===== config.mk =====
export PLATFORM = sky130hd
export DESIGN_NAME = reg_scoreboard
export DESIGN_NICKNAME = d
export VERILOG_FILES = /design/src/rtl/mips_pkg.sv /design/src/rtl/sb_entry.sv /design/src/rtl/reg_scoreboard.sv
export SDC_FILE = /design/constraint.sdc
export NUM_CORES = 1
export LEC_CHECK = 0
export CAP_MARGIN = 30
export CELL_PAD_IN_SITES_DETAIL_PLACEMENT = 0
export CELL_PAD_IN_SITES_GLOBAL_PLACEMENT = 1
export CORE_MARGIN = 2
export CORE_UTILIZATION = 46
export CTS_BUF_LIST = sky130_fd_sc_hd__clkbuf_8
export DETAILED_ROUTE_END_ITERATION = 6
export GPL_TIMING_DRIVEN = 0
export HOLD_SLACK_MARGIN = 0.06
export MAX_ROUTING_LAYER = met4
export PLACE_DENSITY_LB_ADDON = 0.1
export SETUP_SLACK_MARGIN = 0.5
export SYNTH_ARGS = -nofsm -noshare
export SYNTH_HDL_FRONTEND = slang
export SYNTH_HIERARCHICAL = 1
export SYNTH_SLANG_ARGS = --single-unit

===== constraint.sdc =====
create_clock -name clk -period 5.4 [get_ports clk]
set_clock_uncertainty 0.15 [all_clocks]
set_input_delay 1.08 -clock clk [delete_from_list [all_inputs] [get_ports clk]]
set_output_delay 1.08 -clock clk [all_outputs]
set_load 0.02 [all_outputs]

===== src/rtl/mips_pkg.sv =====
// Shared pipeline constants for the MIPS core.
// Holds the architectural register file geometry and the in-flight depth
// from which the scoreboard counter widths are derived.
package mips_pkg;

  localparam int REG_ADDR_W    = 5;
  localparam int NUM_ARCH_REGS = 32;
  localparam logic [REG_ADDR_W-1:0] R0 = 5'd0;

  // Writes can be outstanding in EXE, MEM and WB at the same time.
  localparam int MAX_INFLIGHT = 3;

  // Per-register counter must reach MAX_INFLIGHT; the total counter gets one
  // extra bit of headroom so that overflow is still reported as an error.
  localparam int SB_CNT_W = $clog2(MAX_INFLIGHT + 1);
  localparam int SB_TOT_W = SB_CNT_W + 1;

endpackage


===== src/rtl/sb_entry.sv =====
// One scoreboard entry: saturating up/down count of writes in flight to a
// single architectural register.
// Ports:
//   clk, rst       clock and synchronous active-low reset
//   inc, dec       issue / retire event targeting this register
//   count          current in-flight count (registered)
//   busy           count != 0
//   retiring_last  the retire this cycle brings the count back to zero
//   err            one-cycle pulse on overflow (inc at max) or underflow (dec at 0)
module sb_entry
  import mips_pkg::*;
#(
  parameter int CNT_W = SB_CNT_W
) (
  input  logic             clk,
  input  logic             rst,
  input  logic             inc,
  input  logic             dec,
  output logic [CNT_W-1:0] count,
  output logic             busy,
  output logic             retiring_last,
  output logic             err
);

  localparam logic [CNT_W-1:0] CNT_ZERO = {CNT_W{1'b0}};
  localparam logic [CNT_W-1:0] CNT_ONE  = CNT_W'(1);
  localparam logic [CNT_W-1:0] CNT_MAX  = {CNT_W{1'b1}};

  logic [CNT_W-1:0] count_q;
  logic [CNT_W-1:0] count_d;
  logic             err_d;

  // Next count: simultaneous inc and dec cancel; out-of-range steps hold and flag.
  always_comb begin
    count_d = count_q;
    err_d   = 1'b0;
    case ({inc, dec})
      2'b10: begin
        if (count_q == CNT_MAX) begin
          err_d = 1'b1;
        end else begin
          count_d = count_q + CNT_ONE;
        end
      end
      2'b01: begin
        if (count_q == CNT_ZERO) begin
          err_d = 1'b1;
        end else begin
          count_d = count_q - CNT_ONE;
        end
      end
      default: count_d = count_q;
    endcase
  end

  // Counter register with synchronous active-low reset.
  always_ff @(posedge clk) begin
    if (!rst) begin
      count_q <= CNT_ZERO;
    end else begin
      count_q <= count_d;
    end
  end

  assign count         = count_q;
  assign busy          = (count_q != CNT_ZERO);
  assign retiring_last = dec & (count_q == CNT_ONE);
  assign err           = err_d;

endmodule


===== src/rtl/reg_scoreboard.sv =====
// Register busy table beside the ID/EXE pipeline register.
// Counts writes issued from ID into EXE per destination register and
// releases them when they retire in WB; the ID stage queries its sources
// against this table and stalls on hazard_detected.
// Ports:
//   clk, rst                       clock and synchronous active-low reset
//   issue_valid/wb_en/dest, flush  instruction leaving ID this cycle
//   retire_valid, retire_dest      register write in WB this cycle
//   src1, src2, is_single_src, is_BNE   ID-stage source query
//   hazard_detected                combinational stall request
//   busy_vec                       per-register busy bitmap (from registered counts)
//   inflight                       registered total of outstanding writes
//   sb_err                         sticky overflow/underflow flag
module reg_scoreboard
  import mips_pkg::*;
#(
  parameter int NUM_REGS = NUM_ARCH_REGS,
  parameter int ADDR_W   = REG_ADDR_W,
  parameter int CNT_W    = SB_CNT_W,
  parameter int TOT_W    = SB_TOT_W
) (
  input  logic                clk,
  input  logic                rst,
  input  logic                issue_valid,
  input  logic                issue_wb_en,
  input  logic [ADDR_W-1:0]   issue_dest,
  input  logic                flush,
  input  logic                retire_valid,
  input  logic [ADDR_W-1:0]   retire_dest,
  input  logic [ADDR_W-1:0]   src1,
  input  logic [ADDR_W-1:0]   src2,
  input  logic                is_single_src,
  input  logic                is_BNE,
  output logic                hazard_detected,
  output logic [NUM_REGS-1:0] busy_vec,
  output logic [TOT_W-1:0]    inflight,
  output logic                sb_err
);

  localparam logic [TOT_W-1:0] TOT_ZERO = {TOT_W{1'b0}};
  localparam logic [TOT_W-1:0] TOT_ONE  = TOT_W'(1);
  localparam logic [TOT_W-1:0] TOT_MAX  = {TOT_W{1'b1}};

  logic                use2_s;
  logic                inc_s;
  logic                dec_s;
  logic [NUM_REGS-1:1] inc_vec_s;
  logic [NUM_REGS-1:1] dec_vec_s;
  logic [NUM_REGS-1:1] busy_s;
  logic [NUM_REGS-1:1] last_s;
  logic [NUM_REGS-1:1] err_s;
  logic [NUM_REGS-1:0] busy_eff_s;
  logic [CNT_W-1:0]    count_s [1:NUM_REGS-1];

  logic [TOT_W-1:0]    tot_q;
  logic [TOT_W-1:0]    tot_d;
  logic                tot_err_s;
  logic                sb_err_q;
  logic                sb_err_d;

  // A stalled or flushed instruction must never enter the table.
  assign inc_s = issue_valid & issue_wb_en & (issue_dest != R0) & ~flush & ~hazard_detected;
  assign dec_s = retire_valid & (retire_dest != R0);

  // R0 has no entry: it is hard-wired and never busy.
  assign busy_eff_s[0] = 1'b0;
  assign busy_vec[0]   = 1'b0;

  for (genvar i = 1; i < NUM_REGS; i++) begin : g_entry
    assign inc_vec_s[i] = inc_s & (issue_dest == ADDR_W'(i));
    assign dec_vec_s[i] = dec_s & (retire_dest == ADDR_W'(i));

    sb_entry #(
      .CNT_W (CNT_W)
    ) u_entry (
      .clk           (clk),
      .rst           (rst),
      .inc           (inc_vec_s[i]),
      .dec           (dec_vec_s[i]),
      .count         (count_s[i]),
      .busy          (busy_s[i]),
      .retiring_last (last_s[i]),
      .err           (err_s[i])
    );

    // WB writes through the register file, so the last retiring write is already visible.
    assign busy_eff_s[i] = busy_s[i] & ~last_s[i];
    assign busy_vec[i]   = (count_s[i] != {CNT_W{1'b0}});
  end

  // Source query; a branch compare always reads both operands.
  always_comb begin
    use2_s          = is_BNE | ~is_single_src;
    hazard_detected = busy_eff_s[src1] | (use2_s & busy_eff_s[src2]);
  end

  // Total in-flight count, saturating with the same hold/flag rules as an entry.
  always_comb begin
    tot_d     = tot_q;
    tot_err_s = 1'b0;
    case ({inc_s, dec_s})
      2'b10: begin
        if (tot_q == TOT_MAX) begin
          tot_err_s = 1'b1;
        end else begin
          tot_d = tot_q + TOT_ONE;
        end
      end
      2'b01: begin
        if (tot_q == TOT_ZERO) begin
          tot_err_s = 1'b1;
        end else begin
          tot_d = tot_q - TOT_ONE;
        end
      end
      default: tot_d = tot_q;
    endcase
  end

  // Error flag is sticky until reset.
  always_comb begin
    sb_err_d = sb_err_q | tot_err_s | (|err_s);
  end

  // Total counter and error flag registers.
  always_ff @(posedge clk) begin
    if (!rst) begin
      tot_q    <= TOT_ZERO;
      sb_err_q <= 1'b0;
    end else begin
      tot_q    <= tot_d;
      sb_err_q <= sb_err_d;
    end
  end

  assign inflight = tot_q;
  assign sb_err   = sb_err_q;

endmodule


==> results of run 1 <==
==> critical path, stage by stage <==
cell and delay, ps:
clkbuf_8 170, nor2b_4 160, nand3_4 130, nor2_4 70, and2_1 130, nand2b_1 210, mux4_2 490, a211o_1 310
a2111o_1 400, nand2_4 150, or2_1 160, buf_2 180
==> flip-flops by register name, indices dropped and copies added, names as in the netlist <==
| register | flops |
|---|---|
| g_entry.u_entry/count | 62 |
| inflight | 3 |
| sb_err | 1 |
==> logic make-up (layout without fill, tap and decap cells) <==
logic type	count (synthesis)	count (layout)	synth area share, %
flops	66	66	16.24
xor+xnor	34	34	3.659
simple gates	394	394	24.63
fa+ha+maj	161	161	24.85
other cells	1	1	0.04608
buf+inv	192	293	9.440
compound gates	103	104	12.45
mux	63	63	8.687
==> through the flow <==
step	setup TNS, ps	power (mW)	area (sq um)
after CTS	0	1.232	9882
final	0	1.245	10360
after detailed placement	-16610	0.7552	9015
after global routing	0	1.307	10360
after global placement	-17370	0.7580	8990
after floorplan	0	0.6623	8138
==> power by group through the flow <==
stage,clock (mW),sequential [mW],combinational [mW]
after CTS,0.438,0.509,0.286
after detailed placement,0,0.520,0.235
after global placement,0,0.520,0.238
after global routing,0.455,0.510,0.341
final,0.419,0.509,0.318
after floorplan,0,0.524,0.138
==> cells in the mapped netlist, drive strengths merged, types with 2 or more instances <==
cell type	instances	share of area [%]
a2111oi	2	0.22
a211o	2	0.22
a211oi	2	0.18
a21oi	4	0.25
a221oi	3	0.97
a22oi	31	4.6
and2	33	2.5
buf	16	1.3
clkbuf	5	0.23
dfxtp	66	16
ha	160	25
inv	171	7.9
mux2i	56	6.9
mux4	6	1.7
nand2	136	6.3
nand2b	13	1.0
nand3	10	0.62
nand3b	12	1.1
nand4	7	0.54
nor2	66	3.0
nor2b	18	1.4
nor3	4	0.25
nor3b	7	0.65
nor4	42	3.2
nor4bb	2	0.25
o2111ai	4	0.43
o211ai	3	0.28
o21a	28	3.0
o21ai	10	0.62
o41ai	2	0.22
or2	34	2.6
or3b	2	0.22
or4bb	2	0.28
xnor2	3	0.32
xor2	31	3.3
==> layer usage <==
metal	part of all wire, %	global-route usage [%]	routed length, um
met3	4.1	3.259	837
met4	1.5	5.441	310
met5	0	-	0
met1	51	31.36	10250
met2	44	33.31	8825
==> layout make-up <==
cell class | count | area share (%)
multi-input cells | 757 | 66.45
clock buffers | 9 | 1.196
flip-flops and latches | 66 | 12.75
repair buffers | 85 | 8.006
inverters | 171 | 6.243
clock inverters | 7 | 0.5313
well taps | 225 | 2.717
plain buffers | 21 | 2.101
==> timing repair <==
action | 4_1_cts | 5_1_grt
cloned | 3 | 0
pin swaps | 23 | 35
setup endpoints to repair | 65 | 4
setup buffers | 14 | 11
resized for setup | 126 | 105
==> how the worst max path moves through the flow <==
stage,startpoint,end,slack (ps)
finish,retire_dest[2],hazard_detected,520
global route,retire_dest[2],sb_err$_SDFF_PN0_,360
detailed placement,retire_dest[3],sb_err$_SDFF_PN0_,-1370
global placement,retire_dest[3],sb_err$_SDFF_PN0_,-1400
floorplan,retire_dest[2],sb_err$_SDFF_PN0_,650
CTS,retire_dest[4],sb_err$_SDFF_PN0_,480
==> results_dict.tcl, run 1 <==
set metrics [dict create \
    cp.required_ps 4170 \
    hold_viol 0 \
    r2r_cells 17 \
    dieArea_sq_um 18770 \
    end_kind "primary output" \
    relSlewSlack_pct 34.36 \
    outcome "finished clean" \
    crit_fanout 10 \
    p_sw_mw 0.4097 \
    syn_area_per_cell_sq_um 8.025 \
    max_slew.worst_pin.slew_ps 984.6 \
    hold-path-cell-count 2 \
    slew_viol_final 0 \
    clk_latency_ps 370 \
    cts_max_level 3 \
    setup_viol 0 \
    clk_pin_slew_ps 70 \
    area_growth_pct 27.32 \
    crit_path_start_kind "input pin" \
    first_pass_iters 5 \
    hold_ws_ps 339.5 \
    cts_inserted_buffers 9 \
    async_flop_share_pct 0 \
    comb_power_share_pct 25.5 \
    ctsRootBufferMaster "clkbuf_8" \
    rrSetupSlack_ps 1170 \
    dp_hpwl_um 15490 \
    place.gp.congestion 0.8492 \
    cts_hold_buf 0 \
    grt_pass1_wl_um 31640 \
    antenna_found_initial 0 \
    drt_iter0_drc 276 \
    ys_ff_latch 66 \
    grt_max_degree 73 \
    multi_input_area_sq_um 6885 \
    seqCellArea_sq_um 1321 \
    ios 65 \
    criticalPathCategory "input pin to primary output" \
    final_common_cell "inv_1" \
    seqPwrFrac_pct 40.9 \
    grt_remaining_overflow 0 \
    p_per_area_nw_per_um2 120.2 \
    worstHoldStart "g_entry[18].u_entry/count[1]$_SDFFE_PN0P_" \
    cts_sinks 66 \
    final_util_pct 59.90 \
    avgViaCountPerCell 5.154 \
    timing.fmax_mhz 204.7 \
    ys_seq_area_share_pct 16.24 \
    r2r_start "g_entry[13].u_entry/count[1]$_SDFFE_PN0P_" \
    core_sq_um 17300 \
    ant_nets 0 \
    grt_setup_unrepaired "true" \
    swShare_pct 32.90 \
    cts_tree "yes" \
    synth_cell_types 64 \
    grt_pass1_vias 6256 \
    power.share.clock_pct 33.6 \
    ys_warn_count 6 \
    die_y_um 137.0 \
    layout_common_cells "inv_1 (173), ha_1 (152), nand2_1 (132)" \
    grt_use_total_pct 22.24 \
    syn_area_sq_um 8138 \
    fillers 1557 \
    power_leakage_nw 4.275 \
    wirelength_um 20230 \
    instances_no_fill 1341 \
    reg2reg_to "sb_err$_SDFF_PN0_" \
    wire_per_inst_um 15.08 \
    fp-row-count 48 \
    dp.cells 1297 \
    start_util_pct 47.05 \
    period_needed_ps 4884 \
    die_x_um 137.0 \
    arrival_ps 3650 \
    io_buffer_count 57 \
    syn-num-nets 1203 \
    min_to "g_entry[18].u_entry/count[1]$_SDFFE_PN0P_" \
    maxCapViolCount 0 \
    ys.flop_type "dfxtp_1" \
    setup_ws_ps 515.8 \
    netlist_instances 1014 \
    post-route-period-util_pct 90.45 \
    p_int_mw 0.8355 \
    drive_gt1_share_pct 23.75 \
    vias 6912 \
    synth-edff-count 0 \
    vdd_ir_drop_max_uv 114.7 \
    hp-class "flop to flop" \
    diodes 0 \
    dpl_worst_slack_ps -1372 \
    drc_errors 0 \
    ctsLongestPathBuffers 2 \
    layout.nets 1300 \
]
Note: power is estimated with default switching activity, not from simulation.
==> inputs of run 2 (changes only) <==
CORE_UTILIZATION = 42   (was 46)
clock period = 4.49 ns   (was 5.4 ns; I/O delays follow)
==> run 2 against run 1 <==
  * The run now ends with setup timing left
  * First-iteration DRC count up 17%
  * Final cell count is 6.9% higher
  * Worst setup slack lost 790 ps
  * Global-route usage increased by 0.17 points
  * Non-clock buffer count is 61 higher
  * Critical path depth rose by 10
  * Via count up 2.9%
  * Combinational power grew 48%
  * Flip-flop and latch count stayed put
  * Sequential power increased by 21%
  * Critical endpoint is now sb_err$_SDFF_PN0_
  * Largest cell class unchanged
==> results_dict.tcl, run 2 (synthesis gave the netlist of run 1 again) <==
set metrics [dict create \
    layout_common_cells "inv_1 (165), nand2_1 (132), ha_1 (105)" \
    reg2reg_to "sb_err$_SDFF_PN0_" \
    vdd_ir_drop_max_uv 172.2 \
    place.gp.congestion 0.8517 \
    grt_max_degree 79 \
    core_sq_um 18830 \
    hp-class "flop to flop" \
    arrival_ps 4880 \
    cts_inserted_buffers 9 \
    wirelength_um 21940 \
    post-route-period-util_pct 106.2 \
    slew_viol_final 0 \
    r2r_start "g_entry[13].u_entry/count[1]$_SDFFE_PN0P_" \
    grt_setup_unrepaired "true" \
    io_buffer_count 57 \
    cts_max_level 3 \
    p_per_area_nw_per_um2 136.5 \
    start_util_pct 43.22 \
    ctsRootBufferMaster "clkbuf_8" \
    grt_pass1_wl_um 35220 \
    drt_iter0_drc 322 \
    grt_use_total_pct 22.41 \
    design_area_sq_um 11410 \
    die_x_um 143.2 \
    dpl_worst_slack_ps -1691 \
    placed_area_sq_um 9558 \
    cpMaxStageDelayCell "mux4_2" \
    cp.depth 22 \
    power_leakage_nw 4.622 \
    end_kind "flop" \
    rrSetupSlack_ps 190 \
    crit_fanout 5 \
    min_to "g_entry[7].u_entry/count[1]$_SDFFE_PN0P_" \
    dp_hpwl_um 16190 \
    violations "setup timing" \
    wire_per_inst_um 15.30 \
    slowest_delay_ps 500 \
    crit_family "simple AND/OR/NAND/NOR gates" \
    max_slew.worst_pin.slew_ps 1028 \
    diodes 0 \
    drive_gt1_share_pct 32.71 \
    maxCapViolCount 0 \
    worstHoldStart "g_entry[7].u_entry/count[1]$_SDFFE_PN0P_" \
    area_growth_pct 40.24 \
    outcome "finished, violations left" \
    ant_nets 0 \
    setup_ws_ps -278.9 \
    timing.fmax_mhz 209.7 \
    crit_path_start_kind "input pin" \
    largest_reg_flops 62 \
    crit_buf_inv 6 \
    first_pass_iters 5 \
    fp-row-count 50 \
    hold-path-cell-count 2 \
    drc_errors 0 \
    relSlewSlack_pct 31.48 \
    criticalPathCategory "input pin to flop" \
    grt_pass1_vias 7003 \
    cts_sinks 66 \
    setup_viol 6 \
    ios 65 \
    cp.required_ps 4600 \
    layout.nets 1360 \
    ctsLongestPathBuffers 2 \
    grt_remaining_overflow 0 \
    crit_chain "clkbuf_16 > nand4b_1 > buf_4 > nor2_4 > and2_4 > nor2b_1 > mux4_2 > o221ai_4 > o21bai_4 > a32oi_4 > buf_12 > buf_16 > buf_6 > nor4_4 > inv_1 > ha_2 > a22oi_2 > nor2_1 > nor4_4 > nand4_1 > a211oi_2 > nor2b_1" \
    clk_latency_ps 380 \
    vias 7115 \
    period_needed_ps 4769 \
    r2r_cells 18 \
    hold_viol 0 \
    die_y_um 143.2 \
    final_common_cell "inv_1" \
    avgViaCountPerCell 4.962 \
    cts_tree "yes" \
    antenna_found_initial 0 \
    clk_pin_slew_ps 80 \
    dieArea_sq_um 20500 \
]
-- run 2: power breakdown --
group	total (mW)	leakage (nW)	internal, mW	switching (mW)
Combinational	0.470	4.00	0.222	0.248
Clock	0.472	0.0852	0.206	0.266
Sequential	0.615	0.533	0.597	0.0180
-- run 2: how the worst max path moves through the flow --
stage | from | to | slack [ps]
after global placement | retire_dest[3] | sb_err$_SDFF_PN0_ | -1670
after CTS | retire_dest[0] | sb_err$_SDFF_PN0_ | -210
after global routing | retire_dest[2] | sb_err$_SDFF_PN0_ | -460
after detailed placement | retire_dest[1] | sb_err$_SDFF_PN0_ | -1690
final | retire_dest[0] | sb_err$_SDFF_PN0_ | -280
after floorplan | retire_dest[0] | sb_err$_SDFF_PN0_ | 100
-- run 2: metal layers --
metal | GRT usage, % | vias up | wire (um)
met5 | - | - | 0
met1 | 31.07 | 3343 | 11120
met4 | 4.898 | 0 | 201
met3 | 2.616 | 10 | 720
met2 | 35.08 | 99 | 9889
li1 | - | 3663 | -
-- run 2: timing repair --
| item | in CTS | in global routing |
|---|---|---|
| endpoints found under the setup margin | 67 | 67 |
| setup buffers | 73 | 12 |
| hold buffers | 0 | 0 |
| resized for setup | 191 | 41 |
| cloned | 1 | 1 |
| pin swaps | 74 | 32 |
-- run 2: per-stage QoR --
step	std cells	hold WS, ps	power [mW]	utilization [%]	setup TNS (ps)
floorplan	1014	309.8	0.8381	-	0
global placement	1331	325.5	0.9585	50.62	-51040
detailed placement	1332	330.6	0.9576	50.76	-49730
CTS	1420	340.8	1.544	59.02	-693.4
global route	1434	366.0	1.635	60.60	-2096
finish	1434	329.9	1.557	60.60	-984.7
-- run 2: final cells by class --
type                       instances  area, sq um
buffer                            21        285.3
clock buffer                      10        137.6
clock inverter                     4        21.27
fill                            1656         7418
inverter                         171        649.4
multi-input combinational        756         7229
sequential                        66         1321
tap                              260        325.3
timing repair buffer             146         1443
-- run 2: tightest hold or removal path, cell delays in order, from the launching register on --
cell     delay [ps]
dfxtp_1         340
nand2_1          60
o21ai_1          50
==> inputs of run 3 (changes only) <==
CORE_MARGIN = 4   (was 2)
CORE_UTILIZATION = 30   (was 42)
==> run 3 against run 2 <==
  * The run still ends with setup timing left
  * Fmax grew 1.2%
  * Sequential share of layout area down 0.59 points
  * First-iteration DRC count down 20%
  * Sequential power about the same
  * Total power up 7.2%
  * Highest routed layer unchanged
==> results_dict.tcl, run 3 (synthesis gave the netlist of run 1 again) <==
set metrics [dict create \
    met2_usage_pct 24.60 \
    p_per_area_nw_per_um2 138.8 \
    grt_use_total_pct 16.13 \
    grt_max_degree 79 \
    wirelength_um 23630 \
    avgViaCountPerCell 4.647 \
    layout_common_cells "inv_1 (162), nand2_1 (131), ha_1 (99)" \
    period_needed_ps 4713 \
    drc_errors 0 \
    area_growth_pct 47.83 \
    cts_sinks 66 \
    seqPwrFrac_pct 36.9 \
    power_leakage_nw 4.799 \
    max_slew.worst_pin.slew_ps 1132 \
    cts_max_level 3 \
    timing.fmax_mhz 212.2 \
    die_x_um 172.7 \
    end_kind "flop" \
    clk_pin_slew_ps 80 \
    largest_reg_flops 62 \
    drt_iter0_drc 259 \
    core_sq_um 26800 \
    criticalPathCategory "input pin to flop" \
    grt_setup_unrepaired "true" \
    vias 7133 \
    post-route-period-util_pct 105.0 \
    cts_hold_buf 0 \
    cts_tree "yes" \
    ant_nets 0 \
    drive_gt1_share_pct 36.85 \
    vdd_ir_drop_max_uv 123.5 \
    r2r_start "g_entry[25].u_entry/count[0]$_SDFFE_PN0P_" \
    hold_viol 0 \
    top_usage_layer "met2" \
    violations "setup timing" \
    arrival_ps 4820 \
    first_pass_iters 4 \
    clk_latency_ps 370 \
    cp.required_ps 4600 \
    outcome "finished, violations left" \
    grt_pass1_wl_um 37870 \
    power.share.clock_pct 32.2 \
    hold_ws_ps 335.8 \
    setup_ws_ps -223.4 \
    swShare_pct 33.31 \
    wire_per_inst_um 15.39 \
    relSlewSlack_pct 24.57 \
    fillers 2614 \
    crit_fanout 6 \
    p_sw_mw 0.5561 \
    start_util_pct 30.36 \
    fp-row-count 60 \
    maxCapViolCount 0 \
    crit_path_start_kind "input pin" \
    crit_start "retire_dest[1]" \
    final_common_cell "inv_1" \
    slew_viol_final 0 \
    worstHoldStart "g_entry[3].u_entry/count[1]$_SDFFE_PN0P_" \
    final_util_pct 44.89 \
    dieArea_sq_um 29830 \
    setup_viol 1 \
    place.gp.congestion 0.8148 \
    grt_remaining_overflow 0 \
    antenna_found_initial 0 \
    ios 65 \
    cts_inserted_buffers 9 \
    die_y_um 172.7 \
    ctsRootBufferMaster "clkbuf_8" \
    dp_hpwl_um 18000 \
    hp-class "flop to flop" \
    comb_power_share_pct 30.9 \
    p_int_mw 1.113 \
    grt_pass1_vias 7058 \
    io_buffer_count 57 \
    layout.nets 1379 \
    grtUsageMet3_pct 2.361 \
    grt_use_met1_pct 22.93 \
    diodes 0 \
    ctsLongestPathBuffers 2 \
]
run 3: changes by cell type in the layout (fill, tap and decap cells not counted), sizes merged:
cell | previous run | this run
buf | 109 | 128
bufinv | 0 | 1
inv | 171 | 172
clkinvlp | 1 | 0
run 3: area by class of cell:
type,instances,area [sq um],area share (%)
buffer,21,284.0,2.361
tap,341,426.7,3.547
sequential,66,1321,10.98
clock inverter,5,47.55,0.3952
clock buffer,10,137.6,1.144
inverter,171,646.9,5.377
multi-input combinational,756,7496,62.31
timing repair buffer,165,1670,13.88
run 3: power by group through the flow:
stage          Clock [mW]  Sequential (mW)  Combinational [mW]
6_report            0.538            0.615               0.516
5_1_grt             0.592            0.618               0.553
4_1_cts             0.580            0.615               0.467
3_5_place_dp            0            0.626               0.337
3_3_place_gp            0            0.627               0.340
2_1_floorplan           0            0.631               0.207
run 3: metal layers:
metal,vias to the layer above,wire [um]
li1,3702,-
met4,0,203
met3,11,678
met2,76,10530
met1,3344,12220
met5,-,0
run 3: metrics by stage:
step	TNS, ps	worst slack (ps)	area, sq um	std cells	total power, mW
floorplan	0	104.0	8637	1014	0.8381
global placement	-59820	-1964	9634	1412	0.9667
detailed placement	-58200	-1949	9659	1413	0.9628
CTS	-186.4	-186.4	11280	1488	1.663
global route	-519.4	-380.0	12030	1535	1.763
finish	-223.4	-223.4	12030	1535	1.669
run 3: worst paths after layout:
check / depth (start not counted) / slack [ps] / to
worst max-delay path: 22 / -220 / sb_err$_SDFF_PN0_
worst min-delay path: 2 / 340 / g_entry[3].u_entry/count[1]$_SDFFE_PN0P_
worst max register to register: 19 / 190 / sb_err$_SDFF_PN0_
worst min register to register: 2 / 340 / g_entry[3].u_entry/count[1]$_SDFFE_PN0P_
run 3: timing repair:
item / CTS / global route
gates cloned: 3 / 1
buffers inserted: 57 / 45
gates resized for setup: 222 / 85
setup endpoints to repair: 67 / 67
pin swaps: 75 / 52
run 3: critical path: stages:
cell	delay, ps
buf_12	120
clkinv_4	40
nand4_1	110
buf_6	160
nor2_4	140
and2_4	170
nor2b_4	50
mux4_2	510
o221ai_4	220
o21bai_4	170
a32oi_4	130
buf_8	200
buf_12	130
nor4_4	380
inv_2	100
ha_4	180
a22oi_2	160
nor2_2	80
nor4_4	350
nand4_1	200
a211oi_2	230
nor2b_1	60
